## src/rtl/noc_local_bridge_pkg.sv

```systemverilog
// noc_local_bridge_pkg: shared widths, flit layout and framing states for the local-port bridge.
`timescale 1ns/1ps
package noc_local_bridge_pkg;
   localparam int Noc_Data_Width = 32;
   localparam int CNT_W = 16;
   typedef struct packed {
      logic                      hdr;
      logic                      tail;
      logic [Noc_Data_Width-1:0] payload;
   } flit_t;
   typedef enum logic {IDLE, IN_PKT} bridge_state_e;
endpackage

```

## src/rtl/noc_local_bridge_fifo.sv

```systemverilog
// noc_bridge_fifo: synchronous FIFO with extra-MSB pointers for full/empty detection.
`timescale 1ns/1ps
module noc_bridge_fifo #(
   parameter int W     = 8,
   parameter int DEPTH = 4
) (
   input  logic         clk,
   input  logic         rst_n,
   input  logic         push,
   input  logic [W-1:0] din,
   input  logic         pop,
   output logic [W-1:0] dout,
   output logic         full,
   output logic         empty
);
   localparam int AW = $clog2(DEPTH);
   logic [W-1:0] mem_q [DEPTH];
   logic [AW:0]  wp_q, rp_q;
   logic         do_push, do_pop;
   assign full    = (wp_q[AW] != rp_q[AW]) && (wp_q[AW-1:0] == rp_q[AW-1:0]);
   assign empty   = wp_q == rp_q;
   assign dout    = mem_q[rp_q[AW-1:0]];
   assign do_push = push && !full;
   assign do_pop  = pop && !empty;
   always_ff @(posedge clk or negedge rst_n) begin
      if (!rst_n) begin
         wp_q <= '0;
         rp_q <= '0;
      end else begin
         wp_q <= wp_q + (AW+1)'(do_push);
         rp_q <= rp_q + (AW+1)'(do_pop);
      end
   end
   always_ff @(posedge clk) begin
      if (do_push) mem_q[wp_q[AW-1:0]] <= din;
   end
endmodule

```

## src/rtl/noc_local_bridge.sv

```systemverilog
// noc_local_bridge: local-port bridge with per-channel injection FIFOs and framing checks,
// a 2-entry ejection skid buffer, sticky framing errors and packet counters.
`timescale 1ns/1ps
module noc_local_bridge
   import noc_local_bridge_pkg::*;
#(
   parameter int Data_Width  = Noc_Data_Width,
   parameter int Channel_Num = 2,
   parameter int Fifo_Depth  = 4,
   parameter int Max_Pkt_Len = 16
) (
   input  logic                                noc_clk,
   input  logic                                noc_rst_n,
   input  logic [Channel_Num-1:0]              in_valid,
   output logic [Channel_Num-1:0]              in_ready,
   input  logic [Channel_Num*Data_Width-1:0]   in_flit,
   input  logic [Channel_Num-1:0]              in_is_header,
   input  logic [Channel_Num-1:0]              in_is_tail,
   output logic [Channel_Num-1:0]              in_vc_ready,
   output logic [Channel_Num-1:0]              fab_in_valid,
   input  logic [Channel_Num-1:0]              fab_in_ready,
   output logic [Channel_Num*(Data_Width+2)-1:0] fab_in_flit,
   input  logic [Channel_Num-1:0]              fab_in_vc_ready,
   input  logic                                fab_out_valid,
   output logic                                fab_out_ready,
   input  logic [Data_Width+1:0]               fab_out_flit,
   output logic                                fab_out_vc_ready,
   output logic                                out_valid,
   input  logic                                out_ready,
   input  logic                                out_vc_ready,
   output logic [Data_Width-1:0]               out_flit,
   output logic                                out_is_header,
   output logic                                out_is_tail,
   input  logic                                err_clr,
   output logic [Channel_Num-1:0]              frame_err,
   output logic [Channel_Num*CNT_W-1:0]        tx_pkt_cnt,
   output logic [CNT_W-1:0]                    rx_pkt_cnt
);
   localparam int FW = Data_Width + 2;
   localparam int LW = $clog2(Max_Pkt_Len + 1);
   assign in_vc_ready      = fab_in_vc_ready;
   assign fab_out_vc_ready = out_vc_ready;
   for (genvar c = 0; c < Channel_Num; c++) begin : g_ch
      bridge_state_e st_q, st_d;
      logic [LW-1:0] len_q, len_d;
      logic [CNT_W-1:0] tx_q;
      logic          err_q, acc, hdr, tl, wr, force_tl, err_set, full, empty, pop;
      logic [FW-1:0] dout;
      assign hdr = in_is_header[c];
      assign tl  = in_is_tail[c];
      assign acc = in_valid[c] && in_ready[c];
      assign pop = fab_in_valid[c] && fab_in_ready[c];
      always_comb begin
         st_d     = st_q;
         len_d    = len_q;
         wr       = 1'b0;
         force_tl = 1'b0;
         err_set  = 1'b0;
         if (acc) begin
            if (st_q == IDLE) begin
               wr      = hdr;
               err_set = !hdr;
               if (hdr && !tl) begin
                  st_d  = IN_PKT;
                  len_d = LW'(1);
               end
            end else if (hdr) begin
               err_set = 1'b1;
            end else begin
               wr = 1'b1;
               if (tl) st_d = IDLE;
               // Truncate an overlong packet so the fabric always sees a tail.
               else if (len_q == LW'(Max_Pkt_Len - 1)) begin
                  force_tl = 1'b1;
                  err_set  = 1'b1;
                  st_d     = IDLE;
               end else len_d = len_q + LW'(1);
            end
         end
      end
      noc_bridge_fifo #(.W(FW), .DEPTH(Fifo_Depth)) u_fifo (
         .clk   (noc_clk),
         .rst_n (noc_rst_n),
         .push  (wr),
         .din   ({hdr, tl | force_tl, in_flit[c*Data_Width +: Data_Width]}),
         .pop   (pop),
         .dout  (dout),
         .full  (full),
         .empty (empty)
      );
      always_ff @(posedge noc_clk or negedge noc_rst_n) begin
         if (!noc_rst_n) begin
            st_q  <= IDLE;
            len_q <= '0;
            err_q <= 1'b0;
            tx_q  <= '0;
         end else begin
            st_q  <= st_d;
            len_q <= len_d;
            err_q <= err_set ? 1'b1 : (err_clr ? 1'b0 : err_q);
            tx_q  <= tx_q + CNT_W'(pop && dout[FW-2]);
         end
      end
      assign in_ready[c]                = !full;
      assign fab_in_valid[c]            = !empty;
      assign fab_in_flit[c*FW +: FW]    = dout;
      assign frame_err[c]               = err_q;
      assign tx_pkt_cnt[c*CNT_W +: CNT_W] = tx_q;
   end
   logic [FW-1:0]    sk_q [2];
   logic             sk_wp_q, sk_rp_q, fab_out_rdy_q, sk_push, sk_pop;
   logic [1:0]       sk_cnt_q, sk_cnt_d;
   logic [CNT_W-1:0] rx_q;
   assign sk_push       = fab_out_valid && fab_out_rdy_q;
   assign sk_pop        = out_valid && out_ready;
   assign sk_cnt_d      = sk_cnt_q + {1'b0, sk_push} - {1'b0, sk_pop};
   assign out_valid     = sk_cnt_q != 2'd0;
   assign {out_is_header, out_is_tail, out_flit} = sk_q[sk_rp_q];
   assign fab_out_ready = fab_out_rdy_q;
   assign rx_pkt_cnt    = rx_q;
   always_ff @(posedge noc_clk or negedge noc_rst_n) begin
      if (!noc_rst_n) begin
         sk_cnt_q      <= '0;
         sk_wp_q       <= 1'b0;
         sk_rp_q       <= 1'b0;
         fab_out_rdy_q <= 1'b1;
         rx_q          <= '0;
      end else begin
         sk_cnt_q      <= sk_cnt_d;
         sk_wp_q       <= sk_wp_q ^ sk_push;
         sk_rp_q       <= sk_rp_q ^ sk_pop;
         fab_out_rdy_q <= sk_cnt_d != 2'd2;
         rx_q          <= rx_q + CNT_W'(sk_pop && out_is_tail);
      end
   end
   always_ff @(posedge noc_clk) begin
      if (sk_push) sk_q[sk_wp_q] <= fab_out_flit;
   end
endmodule

```

## config.mk

```make
export PLATFORM = sky130hd
export DESIGN_NAME = noc_local_bridge
export DESIGN_NICKNAME = d
export VERILOG_FILES = /design/src/rtl/noc_local_bridge_pkg.sv /design/src/rtl/noc_local_bridge_fifo.sv /design/src/rtl/noc_local_bridge.sv
export SDC_FILE = /design/constraint.sdc
export NUM_CORES = 1
export LEC_CHECK = 0
export ABC_AREA = 0
export CAP_MARGIN = 20
export CORE_UTILIZATION = 53
export DETAILED_ROUTE_END_ITERATION = 12
export PLACE_DENSITY = 0.8
export SYNTH_ARGS = -nofsm -noshare
export SYNTH_HDL_FRONTEND = slang
export SYNTH_SLANG_ARGS = --single-unit
export TNS_END_PERCENT = 10
```

## constraint.sdc

```tcl
create_clock -name noc_clk -period 5.4 [get_ports noc_clk]
set_input_delay 0.54 -clock noc_clk [delete_from_list [all_inputs] [get_ports noc_clk]]
set_output_delay 0.54 -clock noc_clk [all_outputs]
set_load 0.01 [all_outputs]
```

==> out/qor.txt, run 1 <==
outcome: finished, final reports clean
cell total after placement: 1437
Max Clock Freq: 296 MHz
Reg power frac: 0.419
CTS tree: built
crit path capture type: output port
share of layout cells above drive strength 1: 0.174
diode count: 0
endpoints failing setup: 0
Max-Cap Viols: 0
vias in the first global route: 8608
Fillers: 1882
clock power share: 0.267
clock buffer depth: 3
crit path max fanout: 20
Seq/Total Area, Yosys: 0.762
core area: 29600 sq um
Die H: 176 um
HP Class: primary input to asynchronous set/reset pin
cell count after synthesis: 793
Pint: 7.62 mW
CP top delay family: buffers and inverters
setup bufs post-CTS: 0
worst-margin pin slew: 1.06 ns
post-route DRC violation count: 0
global-route wire length before repair: 48000 um
Worst-Skew Late Latency: 0.53 ns
total global routing overflow: 0
pwr dens: 516 nW/um^2
critical-path cell list: buf_4, mux4_2, clkdlybuf4s50_1
GP Congestion: 0.736
Clock transition at path regs: 0.06 ns
via count: 8194
CTS Sinks: 419
final wirelength: 31200 um
Yosys warning total: 0
Root Buffer: clkbuf_16
routed length per instance: 20.6 um
Die Area: 30900 sq um
worst path buffer plus inverter count: 2
GRT Overall Usage: 0.206
1st-iter DRT viols: 526
crit path max-delay cell type: dfrtp_2
DP Wirelength: 19800 um
Initial DRT Pass Iterations: 4
Max H-tree Level: 2
initial antenna violation count: 1
Distinct cells, synth: 42
crit path DAT: 2.83 ns
period utilisation layout: 0.625
ANT nets after route: 0
slowest stage delay, CP: 0.72 ns
Crit Path Class: register to output port
NetSw: 2.99 mW
skew final: 0.0253 ns
Initial Utilization: 0.540
area of the mapped netlist: 16000 sq um
hold_buf cts: 1
final core utilization: 0.693
row count: 63
chip width: 176 um
PortBufs: 268
LEAKAGE: 7.19 nW
Setup Total Neg Slack: 0 ns
CP startpoint kind: register
pin count of the biggest net entering global routing: 69
Data required, critical path: 4.86 ns
Non-Filler Instances: 1515
Max-slew headroom: 0.294
Layout Area Growth over Synthesis: 28.4%
syn nets: 931
IO Pins: 275
hold slack final: 0.386 ns
Mapped Avg Cell Area: 20.2 sq um
Peak VDD IR: 0.000388 V
Gate power share: 0.314
Switching Share: 0.282
Post-CTS Resized: 0
CTS Buf Count: 42
Nets: 1230
clock period minus worst slack: 3.37 ns
routed vias/inst: 5.41
RSZ-0062 raised after global routing: no
final hold viol count: 0
Max Slew Vio Count: 0
post-synthesis register bit count: 419
-- layer usage --
layer | track usage | up-vias | wire length (um)
li1 | - | 3741 | -
met1 | 0.256 | 4169 | 12400
met2 | 0.346 | 220 | 15800
met3 | 0.0615 | 62 | 2220
met4 | 0.0674 | 2 | 873
met5 | 0 | - | 11
-- cells in the final DEF (no fill, tap or decap), types with 3 or more instances in the layout --
master             n
clkinv_1           4
edfxtp_1         340
inv_1             12
clkinv_2           6
nand3_1           20
xor2_1            18
nand3b_1           5
and4_1             5
nor3_1             3
nor3b_2            4
nand2_1           28
and2_1             5
nor2_1             9
mux2_2            36
nand4_1            8
clkbuf_1          14
dfrtp_1           76
mux4_2            68
buf_4             16
o31ai_1            6
nor2b_1            8
o21ai_0            6
and3_1            11
xnor2_1           38
clkbuf_16         43
nor2_2             3
ha_1              24
clkdlybuf4s50_1  267
nand2b_1           3
bufinv_16          4
-- path summary, 6_finish.rpt --
path | depth (start not counted) | startpoint | slack (ns) | end
worst max-delay path | 3 | g_ch[1].u_fifo.rp_q[0]$_DFF_PN0_ | 2.03 | fab_in_flit[34]
worst min-delay path | 2 | noc_rst_n | 0.39 | g_ch[1].tx_q[10]$_DFF_PN0_
worst max register to register | 6 | g_ch[0].u_fifo.rp_q[0]$_DFF_PN0_ | 2.17 | g_ch[0].u_fifo.mem_q[0][22]$_DFFE_PP_
worst min register to register | 1 | g_ch[0].tx_q[15]$_DFF_PN0_ | 0.47 | g_ch[0].tx_q[15]$_DFF_PN0_
max in group asynchronous | 3 | noc_rst_n | 3.88 | g_ch[0].u_fifo.rp_q[0]$_DFF_PN0_
min in group noc_clk | 1 | g_ch[0].tx_q[15]$_DFF_PN0_ | 0.47 | g_ch[0].tx_q[15]$_DFF_PN0_
-- synth_stat cells, drive strengths merged --
| library cell | count | share of area |
|---|---|---|
| buf | 19 | 0.0078 |
| nand2b | 3 | 0.0012 |
| xor2 | 18 | 0.0099 |
| inv | 12 | 0.0028 |
| or2 | 1 | 0.00039 |
| mux4 | 68 | 0.096 |
| mux2i | 2 | 0.0013 |
| and3 | 11 | 0.0043 |
| nor3 | 5 | 0.0016 |
| nor4 | 2 | 0.0012 |
| nand4 | 8 | 0.0031 |
| nor2b | 8 | 0.0031 |
| dfrtp | 78 | 0.12 |
| edfxtp | 340 | 0.64 |
| nor3b | 6 | 0.0028 |
| a31oi | 2 | 0.00078 |
| nand3b | 5 | 0.0023 |
| nor2 | 13 | 0.0034 |
| o21bai | 2 | 0.00094 |
| nand2 | 28 | 0.0066 |
| o21ai | 8 | 0.0025 |
| mux2 | 36 | 0.025 |
| nand3 | 20 | 0.0063 |
| clkbuf | 10 | 0.0023 |
| o31ai | 7 | 0.0041 |
| dfstp | 1 | 0.0016 |
| or3 | 1 | 0.00039 |
| and4 | 5 | 0.0027 |
| o31a | 2 | 0.0011 |
| ha | 24 | 0.019 |
| o32ai | 2 | 0.0011 |
| xnor2 | 38 | 0.021 |
| a31o | 3 | 0.0016 |
| and2 | 5 | 0.0020 |
-- area by class of cell --
type / instances / area, sq um / area share
Clock inverter: 18 / 213 / 0.0104
Tap cell: 390 / 488 / 0.0238
Timing Repair Buffer: 284 / 2800 / 0.136
Inverter: 12 / 45.0 / 0.00219
Sequential cell: 419 / 12200 / 0.594
Multi-Input combinational cell: 333 / 3640 / 0.177
Clock buffer: 59 / 1160 / 0.0563
-- cells by family after synthesis --
| family | synth area share |
|---|---|
| muxes | 0.122 |
| DFF | 0.762 |
| adders and majority gates | 0.0188 |
| xor gates and xnor gates | 0.0307 |
| AOI/OAI and AO/OA | 0.0122 |
| and+or+nand+nor | 0.0413 |
| buffers and inverters | 0.0130 |
-- sequential cells by signal (all words and copies together), names as in the netlist --
name and cells:
sk_q 68, g_ch.tx_q 32, g_ch.len_q 10, sk_cnt_q 2, g_ch.st_q 2, sk_wp_q 1
g_ch.u_fifo.rp_q 6, rx_pkt_cnt 16, g_ch.u_fifo.wp_q 6, g_ch.u_fifo.mem_q 272, sk_rp_q 1, fab_out_ready 1
g_ch.err_q 2
-- power by group through the flow --
stage | clock network (mW) | logic, mW | registers, mW
floorplan | 0 | 1.86 | 4.41
detailed placement | 0 | 3.35 | 4.51
global route | 3.03 | 3.56 | 4.51
CTS | 2.91 | 3.38 | 4.45
finish | 2.84 | 3.33 | 4.44
global placement | 0 | 3.30 | 4.47
-- metrics by stage --
step / power, mW / cell area, sq um / setup WS (ns)
2_1_floorplan: 6.27 / 16000 / 1.14
3_3_place_gp: 7.76 / 19200 / 2.27
3_5_place_dp: 7.86 / 19200 / 2.20
4_1_cts: 10.7 / 20500 / 1.94
5_1_grt: 11.1 / 20500 / 1.86
6_report: 10.6 / 20500 / 2.03
-- worst reg2reg max path, delay by kind of cell (launching register included) --
family | cells | cell delay (ns)
XOR/XNOR | 1 | 0.39
buffers and inverters | 2 | 1.04
flip-flops | 1 | 0.34
AND/OR/NAND/NOR | 3 | 1.09
(Power assumes the default switching activity.)
==> inputs of run 2 (changes only) <==
==> constraint.sdc (replaced) <==
create_clock -name noc_clk -period 3.41 [get_ports noc_clk]
set_input_delay 0.341 -clock noc_clk [delete_from_list [all_inputs] [get_ports noc_clk]]
set_output_delay 0.341 -clock noc_clk [all_outputs]
set_load 0.01 [all_outputs]
==> run 2 against run 1 <==
Against the previous run: cell count increased by 0.20%; first-iteration DRC count increased by 3.4%; power increased by 57%; sequential power increased by 57%; worst setup slack got worse by 1.4 ns; largest power group unchanged.
==> out/qor.txt, run 2 (synthesized netlist as in run 1, its figures left out) <==
Nets: 1236 (+0.49%)
max reg flops: 272 (unchanged)
Max-Cap Viols: 0 (unchanged)
CTS Sinks: 419 (unchanged)
Root Buffer: clkbuf_16
Crit. Startpoint: g_ch[1].u_fifo.rp_q[0]$_DFF_PN0_
routed length per instance: 20.2 um (-1.8%)
most frequent cells in the layout: edfxtp_1, clkdlybuf4s50_1, dfrtp_1
HP Class: primary input to asynchronous set/reset pin
via count: 8215 (+0.26%)
Layout Area Growth over Synthesis: 28.4% (about the same)
core area: 29600 sq um (unchanged)
outcome: finished, final reports clean
PortBufs: 268 (unchanged)
share of layout cells above drive strength 1: 0.177 (+0.00235)
DP Wirelength: 19600 um (-1.2%)
post-route DRC violation count: 0 (unchanged)
Max Clock Freq: 359 MHz
Die Area: 30900 sq um (unchanged)
CTS tree: built
final hold viol count: 0 (unchanged)
GRT Overall Usage: 0.203 (-0.00268)
design area: 20500 sq um (about the same)
total global routing overflow: 0 (unchanged)
CTS Buf Count: 43 (+2.4%)
Data required, critical path: 3.07 ns (-1.79 ns)
CP startpoint kind: register
critical-path cell list: buf_4, mux4_2, clkdlybuf4s50_1
crit path capture type: output port
global-route wire length before repair: 47800 um (-0.56%)
final wirelength: 30700 um (-1.6%)
clock buffer depth: 3 (unchanged)
final setup margin: 0.627 ns (-1.40 ns)
LEAKAGE: 7.21 nW (+0.29%)
Peak VDD IR: 0.000521 V (+34%)
Fillers: 1885 (+0.16%)
crit path max-delay cell type: mux4_2
Die H: 176 um (unchanged)
period utilisation layout: 0.816
commonest non-fill, non-tap cell in the layout: edfxtp_1
Initial DRT Pass Iterations: 5 (+1)
clock period minus worst slack: 2.78 ns
slowest stage delay, CP: 0.56 ns (-0.16 ns)
crit path DAT: 2.44 ns (-0.39 ns)
pwr dens: 811 nW/um^2 (+57%)
worst-margin pin slew: 0.522 ns (-0.535 ns)
FF-to-FF Start: g_ch[0].u_fifo.rp_q[1]$_DFF_PN0_
Tot Pwr: 16.7 mW (+57%)
Crit Path Class: register to output port
Initial Utilization: 0.540 (unchanged)
ANT nets after route: 0 (unchanged)
GP Congestion: 0.757 (+2.8%)
initial antenna violation count: 2 (+1)
crit path max fanout: 21 (+5.0%)
routed vias/inst: 5.41 (about the same)
chip width: 176 um (unchanged)
Max-slew headroom: 0.652 (+0.359)
setup bufs post-CTS: 0 (unchanged)
Worst-Skew Late Latency: 0.53 ns (about the same)
row count: 63 (unchanged)
1st-iter DRT viols: 544 (+3.4%)
Setup Total Neg Slack: 0 ns (unchanged)
skew final: 0.0232 ns (-0.00217 ns)
Clock transition at path regs: 0.06 ns (about the same)
endpoints failing setup: 0 (unchanged)
Setup WS pre-CTS: 0.792 ns (-1.41 ns)
Max H-tree Level: 2 (unchanged)
DP Area: 19200 sq um (+0.16%)
hold slack final: 0.207 ns (-0.179 ns)
Max Slew Vio Count: 0 (unchanged)
RSZ-0062 raised after global routing: no
pin count of the biggest net entering global routing: 80 (+16%)
vias in the first global route: 8761 (+1.8%)
IO Pins: 275 (unchanged)
==> run 2: cell types whose count changed in the layout (fill, tap and decap cells not counted), sizes merged <==
cell	change
buf	+5
bufinv	-2
clkbuf	-4
clkinv	+3
clkinvlp	-2
diode	+1
inv	+2
==> run 2: metal layers <==
metal,global-route usage,up-vias,share of wire
li1,-,3739,-
met1,0.255,4123,0.39
met2,0.341,302,0.50
met3,0.0647,49,0.089
met4,0.0554,2,0.019
met5,0,-,0.00055
==> run 2: final timing paths <==
check                                              to  slack, ns  cells after the start
min                         g_ch[1].tx_q[1]$_DFF_PN0_       0.21                      2
min in group noc_clk            sk_q[0][26]$_DFFE_PP_       0.39                      1
max                                   fab_in_flit[34]       0.63                      3
max reg2reg                g_ch[0].tx_q[14]$_DFF_PN0_       0.96                      9
min reg2reg                g_ch[1].tx_q[15]$_DFF_PN0_       0.48                      1
max in group asynchronous     fab_out_ready$_DFF_PN1_       2.57                      3
==> run 2: what timing repair did <==
action / 4_1_cts / 5_1_grt
hold buffers: 0 / 1
hold endpoints to repair: 0 / 13
resized for setup: 0 / 0
==> run 2: area by class of cell <==
class | instances | area [sq um] | share of cell area
diodes | 1 | 2.50 | 0.000122
clock buffers | 55 | 1150 | 0.0560
clock inverters | 19 | 165 | 0.00804
inverters | 12 | 45.0 | 0.00219
multi-input cells | 333 | 3640 | 0.177
flip-flops and latches | 419 | 12200 | 0.593
well taps | 390 | 488 | 0.0237
repair buffers | 289 | 2860 | 0.139
==> run 2: critical path: cells and delay by family, from the launching register on <==
kind / cells / cell delay (ns)
buf+inv: 2 / 0.93
mux: 1 / 0.56
flops: 1 / 0.43
==> run 2: power by group <==
part / internal, mW / switching, mW
clock: 2.54 / 1.81
combinational: 2.88 / 2.46
sequential: 6.54 / 0.432
total: 12.0 / 4.71
==> run 2: stage by stage <==
step / instances / utilization
6_report: 1518 / 0.693
5_1_grt: 1517 / 0.693
4_1_cts: 1515 / 0.692
3_5_place_dp: 1441 / 0.648
3_3_place_gp: 1441 / 0.648
2_1_floorplan: 793 / -
